$ cat src/rtl/cell_scan_sequencer_pkg.sv
`default_nettype none
// ============================================================================
//  Module      : screen (package)
//  Description : Shared constants, types and helpers for the Sudoku screen
//                cell scan path: grid size, cell index type, scan FSM states.
//  Revision    : 1.0  initial release
// ============================================================================
package screen;

    // Default board edge length (cells per row and per column)
    localparam int GRID_N = 9;

    // Board RAM address width; row*GRID_N+col fits for GRID_N up to 11
    localparam int ADDR_W = 7;

    // Width of a row/column index and of a stored digit
    localparam int IDX_W  = 4;

    typedef logic [IDX_W-1:0] cell_index_t;

    // Scan sequencer states
    typedef enum logic [2:0] {
        IDLE    = 3'd0,
        FETCH   = 3'd1,
        EVAL    = 3'd2,
        REQ     = 3'd3,
        ADVANCE = 3'd4,
        DONE    = 3'd5
    } scan_state_t;

    // A cell holds a drawable digit only when its code is 1..9
    function automatic logic is_digit(input logic [IDX_W-1:0] code);
        return (code >= 4'd1) && (code <= 4'd9);
    endfunction

endpackage
`default_nettype wire

$ cat src/rtl/cell_scan_sequencer_grid_rc_counter.sv
`default_nettype none
// ============================================================================
//  Module      : grid_rc_counter
//  Description : Row-major row/column position counter for a GRID_N x GRID_N
//                board. Clear returns to (0,0); advance steps one cell with
//                column wrap into the next row. Also exposes the position the
//                next advance would produce and a last-cell flag.
//  Revision    : 1.0  initial release
// ============================================================================
module grid_rc_counter
    import screen::*;
#(
    parameter int GRID_N = screen::GRID_N
)(
    input  logic        clk,
    input  logic        reset,
    input  logic        i_clear,
    input  logic        i_advance,
    output logic [3:0]  o_row,
    output logic [3:0]  o_col,
    output logic [3:0]  o_next_row,
    output logic [3:0]  o_next_col,
    output logic        o_last
);

    localparam cell_index_t C_LAST = cell_index_t'(GRID_N - 1);

    cell_index_t r_row;
    cell_index_t r_col;
    cell_index_t w_next_row;
    cell_index_t w_next_col;
    logic        w_col_wrap;

    assign w_col_wrap = (r_col == C_LAST);

    // Position after one advance; the row saturates at the last row
    always_comb begin
        w_next_row = r_row;
        w_next_col = r_col;
        if (!w_col_wrap) begin
            w_next_col = r_col + 4'd1;
        end else begin
            w_next_col = '0;
            if (r_row != C_LAST) begin
                w_next_row = r_row + 4'd1;
            end
        end
    end

    // Position register: clear has priority over advance
    always_ff @(posedge clk) begin
        if (reset || i_clear) begin
            r_row <= '0;
            r_col <= '0;
        end else if (i_advance) begin
            r_row <= w_next_row;
            r_col <= w_next_col;
        end
    end

    assign o_row      = r_row;
    assign o_col      = r_col;
    assign o_next_row = w_next_row;
    assign o_next_col = w_next_col;
    assign o_last     = (r_row == C_LAST) && w_col_wrap;

endmodule
`default_nettype wire

$ cat src/rtl/cell_scan_sequencer.sv
`default_nettype none
// ============================================================================
//  Module      : cell_scan_sequencer
//  Description : Walks every board cell in row-major order, reads its digit
//                from the board RAM (one-cycle read latency) and issues a
//                draw request per cell to the glyph drawer, holding the cell
//                coordinates and digit stable until the drawer acknowledges.
//                Empty cells are optionally skipped. One done pulse per scan.
//  Revision    : 1.0  initial release
// ============================================================================
module cell_scan_sequencer
    import screen::*;
#(
    parameter bit SKIP_EMPTY = 1'b1,
    parameter int GRID_N     = screen::GRID_N
)(
    input  logic        clk,
    input  logic        reset,
    input  logic        start,
    output logic [6:0]  board_rd_addr,
    input  logic [3:0]  board_rd_data,
    output logic [3:0]  cell_row,
    output logic [3:0]  cell_col,
    output logic [3:0]  cell_digit,
    output logic        draw_req,
    input  logic        draw_ack,
    output logic        busy,
    output logic        done
);

    localparam logic [ADDR_W-1:0] C_GRID_N_A = ADDR_W'(GRID_N);

    scan_state_t         r_state;
    logic [ADDR_W-1:0]   r_addr;
    cell_index_t         r_digit;
    logic                r_draw_req;
    logic                r_busy;
    logic                r_done;

    logic                w_clear;
    logic                w_advance;
    logic                w_last;
    logic                w_draw_cell;
    cell_index_t         w_row;
    cell_index_t         w_col;
    cell_index_t         w_next_row;
    cell_index_t         w_next_col;
    logic [ADDR_W-1:0]   w_next_addr;

    // A scan starts only from IDLE; the last cell leaves the counter parked
    assign w_clear   = (r_state == IDLE) && start;
    assign w_advance = (r_state == ADVANCE) && !w_last;

    grid_rc_counter #(
        .GRID_N     (GRID_N)
    ) u_rc_counter (
        .clk        (clk),
        .reset      (reset),
        .i_clear    (w_clear),
        .i_advance  (w_advance),
        .o_row      (w_row),
        .o_col      (w_col),
        .o_next_row (w_next_row),
        .o_next_col (w_next_col),
        .o_last     (w_last)
    );

    // Address of the cell the counter moves to, so it is ready for FETCH
    assign w_next_addr = ADDR_W'(w_next_row) * C_GRID_N_A + ADDR_W'(w_next_col);

    // Empty and out-of-range codes are drawn only when skipping is disabled
    assign w_draw_cell = is_digit(board_rd_data) || !SKIP_EMPTY;

    // Scan FSM with registered address, digit and handshake outputs
    always_ff @(posedge clk) begin
        if (reset) begin
            r_state    <= IDLE;
            r_addr     <= '0;
            r_digit    <= '0;
            r_draw_req <= 1'b0;
            r_busy     <= 1'b0;
            r_done     <= 1'b0;
        end else begin
            r_done <= 1'b0;
            case (r_state)
                IDLE: begin
                    if (start) begin
                        r_addr  <= '0;
                        r_busy  <= 1'b1;
                        r_state <= FETCH;
                    end
                end
                FETCH: begin
                    // RAM samples the address at the end of this cycle
                    r_state <= EVAL;
                end
                EVAL: begin
                    r_digit <= board_rd_data;
                    if (w_draw_cell) begin
                        r_draw_req <= 1'b1;
                        r_state    <= REQ;
                    end else begin
                        r_state    <= ADVANCE;
                    end
                end
                REQ: begin
                    if (draw_ack) begin
                        r_draw_req <= 1'b0;
                        r_state    <= ADVANCE;
                    end
                end
                ADVANCE: begin
                    if (w_last) begin
                        r_done  <= 1'b1;
                        r_state <= DONE;
                    end else begin
                        r_addr  <= w_next_addr;
                        r_state <= FETCH;
                    end
                end
                DONE: begin
                    r_busy  <= 1'b0;
                    r_state <= IDLE;
                end
                default: begin
                    r_draw_req <= 1'b0;
                    r_busy     <= 1'b0;
                    r_state    <= IDLE;
                end
            endcase
        end
    end

    assign board_rd_addr = r_addr;
    assign cell_row      = w_row;
    assign cell_col      = w_col;
    assign cell_digit    = r_digit;
    assign draw_req      = r_draw_req;
    assign busy          = r_busy;
    assign done          = r_done;

endmodule
`default_nettype wire

$ cat config.mk
export PLATFORM = sky130hd
export DESIGN_NAME = cell_scan_sequencer
export DESIGN_NICKNAME = d
export VERILOG_FILES = /design/src/rtl/cell_scan_sequencer_pkg.sv /design/src/rtl/cell_scan_sequencer_grid_rc_counter.sv /design/src/rtl/cell_scan_sequencer.sv
export SDC_FILE = /design/constraint.sdc
export NUM_CORES = 1
export LEC_CHECK = 0
export ABC_AREA = 1
export CAP_MARGIN = 20
export CORE_MARGIN = 5
export CORE_UTILIZATION = 55
export CTS_CLUSTER_DIAMETER = 50
export DETAILED_ROUTE_END_ITERATION = 6
export PLACE_DENSITY = 0.9
export SYNTH_ARGS = -nofsm -noshare
export SYNTH_HDL_FRONTEND = slang
export SYNTH_SLANG_ARGS = --single-unit
$ cat constraint.sdc
create_clock -name clk -period 4.2 [get_ports clk]
set_clock_uncertainty 0.1 [all_clocks]
set_input_delay 0.63 -clock clk [delete_from_list [all_inputs] [get_ports clk]]
set_output_delay 0.63 -clock clk [all_outputs]
set_load 0.005 [all_outputs]
==> flow_metrics.env <==
export IMPL_status="finished, final reports clean"
export IMPL_routed_wirelength_mm=3.08
export IMPL_switchingPower_uw=164
export IMPL_syn2layout_area_growth_pct=21.9
export IMPL_syn_area_um2=1520
export IMPL_synth_top_area_cell="dfxtp_1"
export IMPL_port_buffers=29
export IMPL_drtPass1Iterations=4
export IMPL_syn_inst=208
export IMPL_worstSetupEndpointType="flip-flop"
export IMPL_synth_enable_flop_cells=0
export IMPL_cts_setup_buffers=0
export IMPL_drt_iter0_drc=80
export IMPL_finalCriticalPeriod_ns=2.98
export IMPL_cp_slowest_cell="dfxtp_1"
export IMPL_p_seq_share_pct=52.4
export IMPL_yosys_area_share_simple_pct=28.2
export IMPL_grt_remaining_overflow=0
export IMPL_antenna_found_initial=0
export IMPL_antennaDiodeCount=0
export IMPL_setup_viol=0
export IMPL_grt_max_degree=16
export IMPL_initial_core_util_pct=56.0
export IMPL_clock_latency_ns=0.34
export IMPL_switching_share_pct=32.1
export IMPL_drtAntennaViolNets=0
export IMPL_dp_cells=265
export IMPL_synthesis_nets=232
export IMPL_ios=30
export IMPL_synth_cell_types=29
export IMPL_syn_avg_cell_area_um2=7.30
export IMPL_cap_violations=0
export IMPL_arrival_ns=3.15
export IMPL_synth_mux_area_share_pct=0
export IMPL_wire_per_inst_um=11.5
export IMPL_synth_top_family_by_area="simple AND/OR/NAND/NOR gates"
export IMPL_rows=19
export IMPL_critPathMaxFanout=7
export IMPL_netlist_area_leader_share_pct=33.0
export IMPL_max_slew_margin_pct=63.9
export IMPL_crit_top_cell="nand2_1"
export IMPL_ys_seq_area_share_pct=33.0
export IMPL_max_clock_freq_ghz=0.336
export IMPL_criticalPathCategory="reg -> reg"
export IMPL_synthTopCellsByCount="49 x nand2_1, 25 x dfxtp_1, 24 x inv_1"
export IMPL_powerDensity_nw_per_um2=275
export IMPL_place_congestion=0.799
export IMPL_drive_gt1_share_pct=9.24
export IMPL_clk_pin_slew_ns=0.15
export IMPL_setup_ws_ns=1.22
export IMPL_slew_viol_final=0
export IMPL_drcViolationCount=0
export IMPL_cts_resized=0
export IMPL_ys_ff_latch=25
export IMPL_synth_ff_type="dfxtp_1"
export IMPL_grt_pass1_vias=1230
export IMPL_timing_final_crit_share_pct=70.9
export IMPL_post_place_ws_ns=1.27
export IMPL_setup_worst_path_start_class="flip-flop"
export IMPL_die_h_um=62.5
export IMPL_path_buf_inv=1
export IMPL_track_usage_pct=16.3
export IMPL_dp_hpwl_mm=2.43
export IMPL_synth_compound_area_share_pct=14.5
export IMPL_comb_power_share_pct=24.7
export IMPL_finalNonFillerCells=269
export IMPL_root_buffer="clkbuf_4"
export IMPL_hold_buffers=0
export IMPL_vdd_ir_drop_max_mv=0.248
export IMPL_cts_htree_levels=1
export IMPL_synthTopCellsByArea="dfxtp_1 33%, ha_1 12%, nand2_1 12%"
export IMPL_crit_family="adder cells"
export IMPL_fp_coreArea_um2=2710
export IMPL_synth_most_common_cell="nand2_1"
export IMPL_dieWidth_um=62.5
export IMPL_cp_slowest_stage_delay_ns=0.46
export IMPL_path_cells="inv_1 > ha_1 > nand2_1 > nor2_4 > nand2_1 > xor2_1 > ha_1 > ha_1 > ha_1 > nand2_1 > nand2_1 > a21oi_1 > xnor2_1 > nand2_1 > a21oi_1"
export IMPL_grt_pass1_wl_mm=5.29
export IMPL_grt_setup_unrepaired="false"
export IMPL_power_internal_uw=345
export IMPL_synthAdderAreaFrac_pct=13.7
export IMPL_power_uw=509
export IMPL_whs_path_depth=2
export IMPL_min_path_type="reg -> reg"
export IMPL_cp_data_required_time_ns=4.37
export IMPL_clockBufferDepth=2
export IMPL_power_frac_clock_pct=22.9
export IMPL_r2r_cells=15
export IMPL_fill_cells=225
export IMPL_cts_made_buffers=3
export IMPL_num_vias=1390
export IMPL_power_leakage_uw=0.000811
export IMPL_yosysWarnings=0
export IMPL_cts_tree="yes"
export IMPL_tns_ns=0
export IMPL_crit_cells=15
export IMPL_hold_viol=0
export IMPL_clock_sinks=25
export IMPL_synthArstFlopShare_pct=0
export IMPL_synth_xor_xnor_area_share_pct=1.73
export IMPL_worst_slew_pin_slew_ns=0.542
export IMPL_final_nets=263
export IMPL_die_area_um2=3910
export IMPL_vias_per_cell=5.17
-- metal layers --
metal	track usage (%)	vias up	share of wire, %
li1	-	726	-
met1	21.9	614	47
met4	10.1	0	3.2
met3	2.70	9	4.7
met2	24.1	41	45
met5	0	-	0
-- worst paths after layout --
path / end / slack [ns] / from
hold / removal: draw_req / 0.37 / draw_req
setup reg to reg: board_rd_addr[4] / 1.22 / u_rc_counter.o_col[0]
setup / recovery: board_rd_addr[4] / 1.22 / u_rc_counter.o_col[0]
hold reg to reg: draw_req / 0.37 / draw_req
-- cell type report --
type / instances / area, µm² / area share, %
well taps: 31 / 38.8 / 2.10
repair buffers: 29 / 290 / 15.7
inverters: 29 / 109 / 5.88
flip-flops and latches: 25 / 500 / 27.0
clock inverters: 1 / 7.51 / 0.406
multi-input cells: 151 / 882 / 47.7
clock buffers: 3 / 22.5 / 1.22
-- power groups by stage --
stage,Clock (µW),Combinational [µW],Sequential (µW)
2_1_floorplan,0,81.4,271
3_3_place_gp,0,123,271
3_5_place_dp,0,126,272
4_1_cts,122,127,267
5_1_grt,134,142,269
6_report,117,125,267
-- sequential cells by signal, summed over array words and instances, names as in the netlist --
name	count
board_rd_addr	7
busy	1
cell_digit	4
done	1
draw_req	1
r_state	3
u_rc_counter.o_col	4
u_rc_counter.o_row	4
-- stage by stage --
stage	hold WS [ns]	util, %	cell area [µm²]
after detailed placement	0.355	67.2	1820
after global placement	0.350	67.2	1820
after CTS	0.376	68.3	1850
after floorplan	0.356	-	1520
final	0.371	68.3	1850
after global routing	0.404	68.3	1850
-- logic make-up (layout without fill, tap and decap cells) --
group                    count (synthesis)  count (layout)
AO/OA/AOI/OAI                           38              38
XOR/XNOR                                 3               3
adder cells (fa/ha/maj)                 16              16
buffers and inverters                   32              62
flip-flops                              25              25
AND/OR/NAND/NOR                         94              94
-- cells in the final DEF, fill, tap and decap left out, types with 2 or more instances in the layout --
cell	count
nand2_1	49
clkdlybuf4s50_1	29
dfxtp_1	25
inv_1	24
nor2_1	22
a21oi_1	16
ha_1	15
nand3_1	11
o21ai_0	9
o21ai_1	5
inv_2	5
a21oi_2	4
nor2_4	3
clkbuf_4	3
xor2_1	2
or2_1	2
-- worst reg2reg max path: cells and delay by family (launching register included) --
| family | cells | cell delay, ns |
|---|---|---|
| adder cells (fa/ha/maj) | 4 | 1.12 |
| AND/OR/NAND/NOR | 6 | 0.48 |
| flip-flops | 1 | 0.46 |
| XOR/XNOR | 2 | 0.40 |
| AO/OA/AOI/OAI | 2 | 0.28 |
| buffers and inverters | 1 | 0.07 |
Note: power is estimated with default switching activity, not from simulation.
